$ cat src/rtl/hash_if.sv
`default_nettype none
// ============================================================================
// Module   : hash_if
// Brief    : Block-strobe / key-word / result bundle for the lookup3 engine.
// Revision : 1.0
// ============================================================================
interface hash_if;
  logic        enable;
  logic [7:0]  key_length;
  logic [31:0] k0;
  logic [31:0] k1;
  logic [31:0] k2;
  logic [31:0] hashkey;
  logic        complete;

  modport master (
    output enable, key_length, k0, k1, k2,
    input  hashkey, complete
  );

  modport slave (
    input  enable, key_length, k0, k1, k2,
    output hashkey, complete
  );
endinterface
`default_nettype wire

$ cat src/rtl/hash.sv
`default_nettype none
// ============================================================================
// Module   : hash
// Brief    : Streaming Jenkins lookup3 (hashlittle) engine, one 12-byte block
//            per enabled cycle, registered 32-bit result with complete pulse.
// Revision : 1.0
// ============================================================================
module hash #(
  parameter logic [31:0] INITVAL = 32'h0
) (
  input  wire logic CLK,
  input  wire logic RST,
  hash_if.slave     bus
);

  typedef enum logic [0:0] {
    IDLE   = 1'b0,
    ABSORB = 1'b1
  } state_t;

  localparam logic [31:0] c_golden      = 32'hdeadbeef;
  localparam logic [7:0]  c_block_bytes = 8'd12;

  state_t      r_state;
  state_t      w_state_nxt;
  logic [31:0] r_a, r_b, r_c;
  logic [31:0] w_a_nxt, w_b_nxt, w_c_nxt;
  logic [7:0]  r_remaining;
  logic [7:0]  w_remaining_nxt;
  logic [31:0] r_hashkey;
  logic [31:0] w_hashkey_nxt;
  logic        r_complete;
  logic        w_complete_nxt;

  logic        w_first;
  logic [31:0] w_seed;
  logic [31:0] w_a0, w_b0, w_c0;
  logic [7:0]  w_rem0;
  logic [95:0] w_mask;
  logic [95:0] w_words;
  logic [95:0] w_sum;
  logic [95:0] w_mixed;
  logic [31:0] w_final_c;

  function automatic logic [31:0] rot(input logic [31:0] x, input int unsigned n);
    return (x << n) | (x >> (32 - n));
  endfunction

  // State vectors are packed {a, b, c}.
  function automatic logic [95:0] mix(input logic [95:0] s);
    logic [31:0] a, b, c;
    {a, b, c} = s;
    a -= c; a ^= rot(c, 4);  c += b;
    b -= a; b ^= rot(a, 6);  a += c;
    c -= b; c ^= rot(b, 8);  b += a;
    a -= c; a ^= rot(c, 16); c += b;
    b -= a; b ^= rot(a, 19); a += c;
    c -= b; c ^= rot(b, 4);  b += a;
    return {a, b, c};
  endfunction

  function automatic logic [31:0] fin(input logic [95:0] s);
    logic [31:0] a, b, c;
    {a, b, c} = s;
    c ^= b; c -= rot(b, 14);
    a ^= c; a -= rot(c, 11);
    b ^= a; b -= rot(a, 25);
    c ^= b; c -= rot(b, 16);
    a ^= c; a -= rot(c, 4);
    b ^= a; b -= rot(a, 14);
    c ^= b; c -= rot(b, 24);
    return c;
  endfunction

  // A new message starts from the seeded state regardless of what a/b/c hold.
  assign w_first = (r_state == IDLE);
  assign w_seed  = c_golden + {24'b0, bus.key_length} + INITVAL;
  assign w_a0    = w_first ? w_seed : r_a;
  assign w_b0    = w_first ? w_seed : r_b;
  assign w_c0    = w_first ? w_seed : r_c;
  assign w_rem0  = w_first ? bus.key_length : r_remaining;

  generate
    for (genvar gi = 0; gi < 12; gi++) begin : g_mask
      localparam logic [7:0] c_idx = 8'(gi);
      assign w_mask[gi*8 +: 8] = (w_rem0 > c_idx) ? 8'hff : 8'h00;
    end
  endgenerate

  assign w_words   = {bus.k2, bus.k1, bus.k0} & w_mask;
  assign w_sum     = {w_a0 + w_words[31:0], w_b0 + w_words[63:32], w_c0 + w_words[95:64]};
  assign w_mixed   = mix(w_sum);
  assign w_final_c = fin(w_sum);

  always_comb begin
    w_state_nxt     = r_state;
    w_a_nxt         = r_a;
    w_b_nxt         = r_b;
    w_c_nxt         = r_c;
    w_remaining_nxt = r_remaining;
    w_hashkey_nxt   = r_hashkey;
    w_complete_nxt  = 1'b0;
    if (bus.enable) begin
      if (w_rem0 == 8'd0) begin
        // Empty key: the seed itself is the hash, no final mix.
        w_hashkey_nxt  = w_c0;
        w_complete_nxt = 1'b1;
        w_state_nxt    = IDLE;
      end else if (w_rem0 <= c_block_bytes) begin
        w_hashkey_nxt   = w_final_c;
        w_complete_nxt  = 1'b1;
        w_remaining_nxt = 8'd0;
        w_state_nxt     = IDLE;
      end else begin
        {w_a_nxt, w_b_nxt, w_c_nxt} = w_mixed;
        w_remaining_nxt = w_rem0 - c_block_bytes;
        w_state_nxt     = ABSORB;
      end
    end
  end

  always_ff @(posedge CLK or negedge RST) begin
    if (!RST) begin
      r_state     <= IDLE;
      r_a         <= 32'h0;
      r_b         <= 32'h0;
      r_c         <= 32'h0;
      r_remaining <= 8'h0;
      r_hashkey   <= 32'h0;
      r_complete  <= 1'b0;
    end else begin
      r_state     <= w_state_nxt;
      r_a         <= w_a_nxt;
      r_b         <= w_b_nxt;
      r_c         <= w_c_nxt;
      r_remaining <= w_remaining_nxt;
      r_hashkey   <= w_hashkey_nxt;
      r_complete  <= w_complete_nxt;
    end
  end

  assign bus.hashkey  = r_hashkey;
  assign bus.complete = r_complete;

endmodule
`default_nettype wire

$ cat src/flat_wrapper.sv
// flat-port wrapper written by rule: the top's interface ports become plain ports
module hash_flat 
#(
  parameter logic [31:0] INITVAL = 32'h0
)
  (CLK, RST, bus_enable, bus_key_length, bus_k0, bus_k1, bus_k2, bus_hashkey, bus_complete);
  hash_if bus_i ();
  input  wire logic CLK;
  input  wire logic RST;
  input wire logic [$bits(bus_i.enable)-1:0] bus_enable;
  input wire logic [$bits(bus_i.key_length)-1:0] bus_key_length;
  input wire logic [$bits(bus_i.k0)-1:0] bus_k0;
  input wire logic [$bits(bus_i.k1)-1:0] bus_k1;
  input wire logic [$bits(bus_i.k2)-1:0] bus_k2;
  output wire logic [$bits(bus_i.hashkey)-1:0] bus_hashkey;
  output wire logic [$bits(bus_i.complete)-1:0] bus_complete;
  assign bus_i.enable = bus_enable;
  assign bus_i.key_length = bus_key_length;
  assign bus_i.k0 = bus_k0;
  assign bus_i.k1 = bus_k1;
  assign bus_i.k2 = bus_k2;
  assign bus_hashkey = bus_i.hashkey;
  assign bus_complete = bus_i.complete;
  hash #(.INITVAL(INITVAL)) u_core (.CLK(CLK), .RST(RST), .bus(bus_i));
endmodule
$ cat config.mk
export PLATFORM = sky130hd
export DESIGN_NAME = hash_flat
export DESIGN_NICKNAME = d
export VERILOG_FILES = /design/src/rtl/hash_if.sv /design/src/rtl/hash.sv /design/src/flat_wrapper.sv
export SDC_FILE = /design/constraint.sdc
export NUM_CORES = 2
export LEC_CHECK = 0
export ABC_AREA = 1
export BUFFER_PORTS_ARGS = -buffer_cell sky130_fd_sc_hd__buf_2
export CORE_ASPECT_RATIO = 0.8
export CORE_MARGIN = 5
export CORE_UTILIZATION = 35
export DETAILED_ROUTE_END_ITERATION = 7
export GPL_ROUTABILITY_DRIVEN = 0
export SYNTH_ARGS = -nofsm -noshare
export SYNTH_HDL_FRONTEND = slang
export SYNTH_SLANG_ARGS = --single-unit
$ cat constraint.sdc
create_clock -name CLK -period 30.7 [get_ports CLK]
set_clock_uncertainty 0.1 [all_clocks]
set_input_delay 3.07 -clock CLK [delete_from_list [all_inputs] [get_ports CLK]]
set_output_delay 3.07 -clock CLK [all_outputs]
set_load 0.05 [all_outputs]
# Word-level counts from Yosys, hierarchy flattened
# Index checks and enable logic that the tools add are counted.
# Widths: inputs -> output; s select.
word_totals:
  out_inout_bits: 33
  regBits: 138
  word_cells: 102
  inputBits: 107
op_classes:
  n_addsub: 24
  muxes: 24
  n_bitwise: 29
  magnitude_cmp: 13
  n_reduce_logical: 5
op_table:
  columns: ["op", "n"]
  rows:
  - ["$sub 32x32->32", 13]
  - ["$xor 32x32->32", 13]
  - ["$add 32x32->32", 9]
  - ["$mux 32", 5]
  - ["$mux 8", 14]
  - ["$and 96x96->96", 1]
  - ["$or 32x4->32", 3]
  - ["$or 32x14->32", 2]
  - ["$or 32x16->32", 2]
  - ["$add 31x9->32 const A", 1]
  - ["$gt 8x3->1 const B", 4]
  - ["$gt 8x4->1 const B", 4]
  - ["$or 32x11->32", 1]
  - ["$or 32x19->32", 1]
  - ["$or 32x24->32", 1]
  - ["$or 32x25->32", 1]
  - ["$or 32x6->32", 1]
  - ["$or 32x8->32", 1]
  - ["$gt 8x1->1 const B", 2]
  - ["$gt 8x2->1 const B", 2]
  - ["$le 8x4->1 const B", 1]
  - ["$logic_not 8->1", 1]
  - ["$sub 8x4->8 const B", 1]
  - ["$mux 1", 5]
  - ["4 further kinds", 6]

# Logic depth before layout (Yosys ltp)
logic_depth:
  ltp_word: 21
  ltp_mapped: 128
  depth_no_buf: 127

# Least setup slack after synthesis
# OpenSTA, ideal clock, no wires.
synth_path:
  path_kind: "input to register"
  startpoint: "input port bus_key_length[6]"
  endpoint: "register u_core.r_hashkey[27], in the netlist u_core.bus.hashkey[27]"
  setup_time_ns: 0.078
  n_path_buf: 0
  t_required_ns: 30.522
  path_stages: 113
  setup_slack_ns: 10.957
  t_arrival_ns: 19.565
  path_cell_list: "o21ai_1 -> nand2_2 -> nor2_8 -> nand3_1 -> o31ai_1 -> nor2_1 -> ha_1 -> fa_1 -> nand3_1 -> nand3_1 -> nand2_1 -> nand2_1 -> nand2_1 -> nand2_1 -> a31o_2 -> xnor2_1 -> ha_1 -> a21oi_1 -> (+77 left out) -> nor2_1 -> o21ai_0 -> nand2_1 -> a21oi_1 -> o21ai_0 -> nand2_1 -> inv_1 -> nand2_4 -> nand2_4 -> nand2_2 -> nand2_2 -> nand2_2 -> nand3_2 -> nand2_1 -> nand2_1 -> nand2_1 -> nand3_1 -> a21boi_1"
synth_between:
  elab_chain_cells: 21
  word_cells_on_any_way: 60
  classes_between: "11 x add/sub; 13 x order compare; 18 x mux; 15 x bitwise; 3 x reduce/logical"
synth_lines:
  columns: ["item", "line_no", "rtl"]
  rows:
  - ["start: declaration", "flat_wrapper.sv:11", "input wire logic [$bits(bus_i.key_length)-1:0] bus_key_length;"]
  - ["branches (longest 21 deep; another with $add 31x9->32)", null, null]
  - ["end signal: assignment", "hash.sv:137", "r_hashkey <= w_hashkey_nxt;"]
  - ["end: declaration", "hash.sv:30", "logic [31:0] r_hashkey;"]
# Several ways; the timed one is not identified. The select of a mux whose other input is x is not followed.
# A chain may end at the register's enable or synchronous reset.

# Final worst setup path
layout_path:
  startpoint: "input port bus_key_length[2]"
  endpoint: "register u_core.r_hashkey[22], in the netlist u_core.bus.hashkey[22]"
# Same word-level chain as after synthesis.

==> flow_summary_export.csv <==
group,metric,value,unit
run_status,outcome,"completed",
sta,final.setup.worst_slack,5820,ps
clock_network,cts_root_buffer,"clkbuf_16",
worst_setup_path,ff2ff_setup_slack,7280,ps
synth,synth_top_flop_cell,"dfrtp_1",
global_routing,grt_use_total,27.5,%
synth,synth-warning-count,0,
synth,synthMostInstantiatedCell,"nand2_1",
synth,async_flop_share,100,%
clock_network,post-cts-setup-buffers,0,
placed_design,portBuffers,139,
clock_network,ctsResizeCount,0,
finish,nNetsFinal,7772,
clock_network,cts_tree,"done",
worst_setup_path,crit_buf_inv,15,
synth,synth_area,0.0437,mm2
global_routing,grt_pass1_vias,42400,
synth,synth_edf_count,0,
global_routing,antenna_found_initial,8,
synth,synth-seq-cells,138,
synth,syn_avg_cell_area,6.37,um2
worst_setup_path,slowest_stage,"xnor2_1",
die,core_area,0.125,mm2
sta,rsz0062_at_grt,"false",
worst_setup_path,critPathKind,"in -> reg",
clock_network,clkSinkCount,138,
sta,fin_crit_sh,81.0,%
synth,synth_common_cells,"nand2_1, inv_1, a21oi_1, xor2_1, ha_1",
global_routing,grt_pass1_wl,273000,um
route,wl,192000,um
die,num_rows,116,
finish,fin_util,37.8,%
route,drtAntennaViolNets,0,
worst_setup_path,r2r_cells,113,
synth,synth_area_leaders,"ha_1, xor2_1, nand2_1",
route,vias,47600,
worst_setup_path,r2r_end,"u_core.bus.hashkey[22]",
worst_setup_path,crit_path_end_kind,"flip-flop",
synth,synth_top_area_share,18.5,%
finish,fill_cells,13500,
clock_network,cts-htree-levels,4,
die,start_util,35.1,%
placed_design,dpl.hpwl,169000,um
finish,syn_to_final_growth,7.72,%
sta,finalHoldViolCount,0,
sta,min_period,24880,ps
hold_path,hp-class,"reg -> reg",
sta,setup_viol,0,
synth,synth_nets,7643,
die,dieWidth,405,um
route,first_iter_violations,7058,
worst_setup_path,required,31010,ps
clock_network,clock_latency,500,ps
sta,finalMaxSlewViolations,0,
synth,ys_types,76,
clock_network,hold_buffers,0,
worst_setup_path,startpoint,"bus_key_length[2]",
route,drc_errors,0,
die,dieArea,0.132,mm2
clock_network,clkTransAtPathRegs,100,ps
die,io_pins,140,
global_routing,grt_overflow,0,
route,first_pass_iters,8,
worst_setup_path,cp-start-kind,"input pin",
die,die_h,326,um
worst_setup_path,cp.arrival,25190,ps
sta,fin_setup_tns,0,ps
global_routing,grt_max_degree,92,
route,routed_via_density,5.50,
finish,drive_gt1_share,6.49,%
worst_setup_path,critical_path.top_delay_family,"compound AO/OA/AOI/OAI gates",
job,drv_cap,0,
clock_network,cts.path.max_buffers,2,
worst_setup_path,cp.depth,111,
sta,fmax,40.2,MHz
synth,ys_seq_area_share,7.89,%
worst_setup_path,r2r-start,"u_core.r_state",
route,wl_per_cell,22.1,um
clock_network,cts_buffers,17,
placed_design,place_ws,6240,ps
worst_setup_path,crit_fanout,8,
worst_setup_path,crit_end,"u_core.bus.hashkey[22]",
worst_setup_path,crit_top_cell,"nand2_1",
synth,yosysTopAreaCell,"ha_1",
worst_setup_path,cpPeakStageDelay,1040,ps
synth,synthCells,6870,
sta,slew_headroom,3.65,%
sta,tightest_slew,1440,ps
## per-layer routing
layer,track usage (%),share of wire [%],vias to the layer above
met5,0,0.014,-
met4,10.1,4.4,4
met3,9.23,14,412
met2,38.1,38,2873
met1,39.1,43,21700
li1,-,-,22700
## kinds of logic (layout without fill, tap and decap cells)
family | count (synthesis) | after routing | share of synthesized area [%]
AND/OR/NAND/NOR | 2596 | 2596 | 25.6
AO/OA/AOI/OAI | 1326 | 1326 | 17.0
buffers and inverters | 1160 | 1302 | 9.98
XOR/XNOR | 984 | 984 | 20.1
adder cells (fa/ha/maj) | 666 | 666 | 19.4
flip-flops | 138 | 138 | 7.89
other | 0 | 4 | 0
## placed cells by master, fill, tap and decap left out, types with 13 or more instances in the layout
cell type,n
nand2_1,1458
inv_1,1068
a21oi_1,669
xor2_1,656
ha_1,646
nor2_1,440
nand3_1,372
o21ai_0,343
xnor2_1,311
buf_2,138
dfrtp_1,137
nand2_2,76
o21bai_1,59
nand4_1,58
or2_2,52
a21o_1,40
nor3_1,39
inv_2,33
a31oi_1,33
o21ai_1,25
nand3_2,23
buf_4,22
o211ai_1,20
o21a_1,20
fa_1,20
a211oi_1,19
o31ai_1,18
nor2_2,18
nand2_4,17
clkbuf_16,17
nand3b_1,13
## cell type report
| cell class | instances | area [um2] | area share, % |
|---|---|---|---|
| multi-input cells | 5572 | 35900 | 76.3 |
| inverters | 1109 | 4170 | 8.84 |
| flip-flops and latches | 138 | 3450 | 7.33 |
| well taps | 1652 | 2070 | 4.39 |
| repair buffers | 161 | 867 | 1.84 |
| clock buffers | 17 | 425 | 0.903 |
| clock inverters | 15 | 189 | 0.401 |
| diodes | 4 | 10.0 | 0.0212 |
## worst min-delay path: stages, from the launching register on
cell and delay [ps]:
dfrtp_1 340, nand2_1 60, nand2_1 50
## worst min-delay path by stage
stage                                start                      to  cells after the start
floorplan                    u_core.r_a[2]           u_core.r_a[2]                      2
global placement    u_core.bus.hashkey[14]  u_core.bus.hashkey[14]                      2
detailed placement   u_core.bus.hashkey[7]   u_core.bus.hashkey[7]                      2
CTS                  u_core.bus.hashkey[7]   u_core.bus.hashkey[7]                      2
global route        u_core.bus.hashkey[17]  u_core.bus.hashkey[17]                      2
finish               u_core.bus.hashkey[7]   u_core.bus.hashkey[7]                      2
## per-stage QoR
stage	cell area [um2]	hold slack, ps	std cells
floorplan	43700	337	6870
global placement	46500	361	8632
finish	47100	379	8668
global route	47100	400	8665
CTS	47100	381	8664
detailed placement	46500	362	8632
## state kept, by name (all words and copies together), names as in the netlist
name                 flops
u_core.bus.complete      1
u_core.r_a              32
u_core.r_remaining       8
u_core.r_b              32
u_core.r_c              32
u_core.bus.hashkey      32
u_core.r_state           1
Power is not shown: default switching activity piles up to over one toggle a cycle in this logic, so the estimate is an artifact.
